<file path="src/rtl/result_capture.sv">
// Captures one CPU result per rising edge of done into a stamped FWFT FIFO.
// A capture into a full FIFO is dropped and sets a sticky overflow flag.
module result_capture #(
  parameter  int DEPTH   = 4,
  parameter  int STAMP_W = 16,
  localparam int AW      = $clog2(DEPTH),
  localparam int LW      = AW + 1
) (
  input  logic               clk_i,
  input  logic               rst_ni,
  input  logic               done_i,
  input  logic [9:0]         result_i,
  input  logic               out_ready_i,
  output logic               out_valid_o,
  output logic [9:0]         out_data_o,
  output logic [STAMP_W-1:0] out_stamp_o,
  output logic [LW-1:0]      level_o,
  output logic               overflow_o
);

  localparam int EW = STAMP_W + 10;

  typedef enum logic {
    ARMED,
    HELD
  } state_e;

  state_e state_q, state_d;
  logic   cap;

  logic [STAMP_W-1:0] cnt_q, cnt_d;
  logic [AW-1:0]      wptr_q, wptr_d;
  logic [AW-1:0]      rptr_q, rptr_d;
  logic [LW-1:0]      level_q, level_d;
  logic               ovf_q, ovf_d;
  logic [EW-1:0]      hold_q;
  logic [EW-1:0]      mem [DEPTH];

  logic          empty, full, pop, wr;
  logic [EW-1:0] show;

  always_comb begin
    state_d = state_q;
    cap     = 1'b0;
    unique case (state_q)
      ARMED: begin
        if (done_i) begin
          cap     = 1'b1;
          state_d = HELD;
        end
      end
      HELD: begin
        if (!done_i) state_d = ARMED;
      end
      default: state_d = ARMED;
    endcase
  end

  assign empty = (level_q == '0);
  assign full  = (level_q == LW'(DEPTH));
  assign pop   = !empty && out_ready_i;
  // A full FIFO still accepts when the head leaves in the same cycle.
  assign wr    = cap && (!full || pop);

  always_comb begin
    cnt_d   = (&cnt_q) ? cnt_q : cnt_q + 1'b1;
    wptr_d  = wr  ? wptr_q + 1'b1 : wptr_q;
    rptr_d  = pop ? rptr_q + 1'b1 : rptr_q;
    ovf_d   = ovf_q | (cap && full && !pop);
    level_d = level_q;
    unique case ({wr, pop})
      2'b10:   level_d = level_q + 1'b1;
      2'b01:   level_d = level_q - 1'b1;
      default: level_d = level_q;
    endcase
  end

  always_ff @(posedge clk_i or negedge rst_ni) begin
    if (!rst_ni) begin
      state_q <= ARMED;
      cnt_q   <= '0;
      wptr_q  <= '0;
      rptr_q  <= '0;
      level_q <= '0;
      ovf_q   <= 1'b0;
      hold_q  <= '0;
    end else begin
      state_q <= state_d;
      cnt_q   <= cnt_d;
      wptr_q  <= wptr_d;
      rptr_q  <= rptr_d;
      level_q <= level_d;
      ovf_q   <= ovf_d;
      hold_q  <= show;
    end
  end

  always_ff @(posedge clk_i) begin
    if (wr && rst_ni) mem[wptr_q] <= {cnt_q, result_i};
  end

  // Empty FIFO keeps presenting the last head so outputs never go X.
  assign show = empty ? hold_q : mem[rptr_q];

  assign out_valid_o = !empty;
  assign out_data_o  = show[9:0];
  assign out_stamp_o = show[EW-1:10];
  assign level_o     = level_q;
  assign overflow_o  = ovf_q;

endmodule

</file>
<file path="config.mk">
export PLATFORM = sky130hd
export DESIGN_NAME = result_capture
export DESIGN_NICKNAME = d
export VERILOG_FILES = /design/src/rtl/result_capture.sv
export SDC_FILE = /design/constraint.sdc
export NUM_CORES = 1
export LEC_CHECK = 0
export CAP_MARGIN = 20
export CORE_ASPECT_RATIO = 0.8
export CORE_MARGIN = 3
export CORE_UTILIZATION = 35
export DETAILED_ROUTE_END_ITERATION = 16
export GPL_TIMING_DRIVEN = 0
export SETUP_SLACK_MARGIN = 0.4
export SLEW_MARGIN = 10
export SYNTH_ARGS = -nofsm -noshare
export SYNTH_HDL_FRONTEND = slang
export SYNTH_SLANG_ARGS = --single-unit
</file>
<file path="constraint.sdc">
create_clock -name clk_i -period 2.45 [get_ports clk_i]
set_clock_uncertainty 0.2 [all_clocks]
set_input_delay 0.245 -clock clk_i [delete_from_list [all_inputs] [get_ports clk_i]]
set_output_delay 0.245 -clock clk_i [all_outputs]
set_load 0.02 [all_outputs]
</file>
==> reports/qor.csv <==
metric,value,unit
outcome,"complete, but fails checks",
violations,"hold timing, setup timing",
drv_slew,0,
via_per_inst,4.98,
routedWlPerCell,19.0,um
cts_root_buf,clkbuf_16,
hold_violations,51,
clock_latency,0.42,ns
power.total,9460,uW
place.gp.congestion,0.740,
hpwl,6170,um
synth-seq-area-share,72.4,%
sequentialPowerShare,34.7,%
grt_pass1_wl,19000,um
die_w,153,um
area_delta_synth_final,31.6,%
vias,3237,
fmax,400,MHz
grt_pass1_vias,3357,
multi_input_area,0.00179,sq mm
p_int,6700,uW
switchingPower,2760,uW
die_y,124,um
grt_util_all_layers,13.4,%
synth_edf_count,104,
grt_max_degree,60,
r2r_slack,0.22,ns
irDropWorstVdd,0.000517,V
first_pass_iters,4,
min_period,2.50,ns
synth_top_cells_by_count,"104 x edfxtp_1, 51 x dfrtp_1, 27 x mux2_2",
power_frac_clock,26.7,%
power_density,1180,mW/mm^2
drive_gt1_share,42.1,%
cap_violations,0,
drc,0,
io_pins,45,
drt-initial-drc-count,195,
synth_nets,340,
crit_top_cell,buf_12,
htree_levels,4,
antenna_found_initial,0,
crit_arrival,2.06,ns
whs,-0.296,ns
grt-ovfl-total,0,
synthArstFlopShare,32.9,%
synthFlopType,edfxtp_1,
cts_made_buffers,17,
syn-cell-area,0.00608,sq mm
grt_setup_unrepaired,yes,
synth.most_common_cell,edfxtp_1,
timing.final.crit_share,102,%
syn_avg_cell_area,19.0,sq um
max_stage_delay,0.48,ns
port_buffers,43,
max_slew_margin,47.3,%
synth_cells,320,
required,2.01,ns
setup_viol,15,
design.core.area,0.0168,sq mm
cts_max_path_buffers,2,
start_kind,flip-flop,
ys_types,41,
path_clk_slew,0.06,ns
fp-row-count,42,
slowest_stage,mux4_2,
comb_power_share,38.6,%
drt.antenna.violating_nets,0,
regArea,0.00441,sq mm
hp-class,input port to async pin,
die-area,0.0190,sq mm
tightest_slew,0.791,ns
clkSinkCount,155,
n_fill_cell,1353,
diodes,0,
critPathCaptureType,output pin,
final_cell_area,0.00800,sq mm
detail_route.wirelength,12300,um
worstSetupPathType,flip-flop to output pin,
netlist_top_cells_area,"edfxtp_1 51%, dfrtp_1 21%, mux4_2 9.6%",
cp_cell_sequence,buf_12 > buf_12 > buf_12 > mux4_2 > mux2_4 > buf_6,
ys_warn_count,0,
crit_fanout,7,
post-place-cells,583,
switching_share,29.2,%
fin_ws,-0.0519,ns
yosysTopAreaCellShare,51.4,%
synth.largest_area_cell,edfxtp_1,
stdcell_count,650,
initial_utilization,36.3,%
p_leak,0.00297,uW
dpl_cell_area,0.00680,sq mm
cts_tree,yes,
fin_nets,437,
ys_ff_latch,155,
## routing by layer
layer / wire length, um / share of wire [%] / GRT usage [%]
met1: 5550 / 45 / 17.6
met2: 5910 / 48 / 21.2
met3: 612 / 5.0 / 4.34
met4: 252 / 2.0 / 5.13
met5: 0 / 0 / 0
## kinds of logic after synthesis
kind of cell    share of synthesized area [%]
flops                                    72.4
xor+xnor                                 2.16
buf+inv                                  2.04
fa+ha+maj                                1.36
compound gates                           1.44
mux                                      15.0
simple gates                             5.58
## through the flow
step	hold WS [ns]	setup TNS, ns	worst slack (ns)	utilization [%]
floorplan	-0.251	0	0.229	-
global placement	0.248	-234.79	-1.83	40.6
detailed placement	0.165	-27.68	-0.269	40.6
CTS	-0.263	-0.969	-0.0991	46.1
global route	-0.250	-2.25	-0.128	47.7
finish	-0.296	-0.340	-0.0519	47.7
## critical path: cells and delay by family (launching register included)
family | cells | cell delay [ns]
flops | 1 | 0.37
buf+inv | 4 | 0.51
mux | 2 | 0.76
## final timing paths
path / startpoint / to / depth (start not counted)
worst max-delay path: rptr_q[0] / out_data_o[4] / 6
worst min-delay path: rst_ni / hold_q[7] / 1
worst max register to register: level_o[0] / level_o[1] / 7
worst min register to register: overflow_o / overflow_o / 1
max in group asynchronous: rst_ni / cnt_q[0] / 1
min in group clk_i: out_ready_i / rptr_q[0] / 3
## layout make-up
class / count / area share (%)
Clock buffer: 18 / 5.36
Clock inverter: 14 / 1.80
Buffer: 12 / 1.80
Timing Repair Buffer: 74 / 9.90
Tap cell: 220 / 3.44
Sequential cell: 155 / 55.1
Multi-Input combinational cell: 151 / 22.4
Inverter: 6 / 0.281
## registers in the layout, indices dropped and copies added, names as in the netlist
signal	cells
mem	104
overflow_o	1
cnt_q	16
wptr_q	2
rptr_q	2
level_o	3
state_q	1
hold_q	26
## power groups by stage
stage	registers [uW]	logic [uW]	clock network [uW]
final	3290	3650	2520
after global routing	3320	3860	2700
after CTS	3280	3390	2570
after detailed placement	3350	2650	0
after global placement	3340	2630	0
after floorplan	3350	1690	0
## cells in the final DEF, fill, tap and decap left out, drive strengths merged, types with 4 or more instances in the layout
cell type and instances:
edfxtp 104, buf 68, dfrtp 51, mux2 28, mux4 26, clkbuf 21, clkdlybuf4s50 13, nor2 11
nand2 10, and3 10, inv 10, nand3 9, xor2 8, xnor2 7, nor4 6, clkinv 6
ha 5, nand4 4, a21oi 4
## what timing repair did
| action | CTS | global route |
|---|---|---|
| endpoints found under the setup margin | 140 | 39 |
| cloned | 5 | 2 |
| resized for setup | 193 | 35 |
| endpoints found under the hold margin | 51 | 51 |
| setup buffers | 17 | 11 |
| pin swaps | 6 | 7 |
Note: power is estimated with default switching activity, not from simulation.
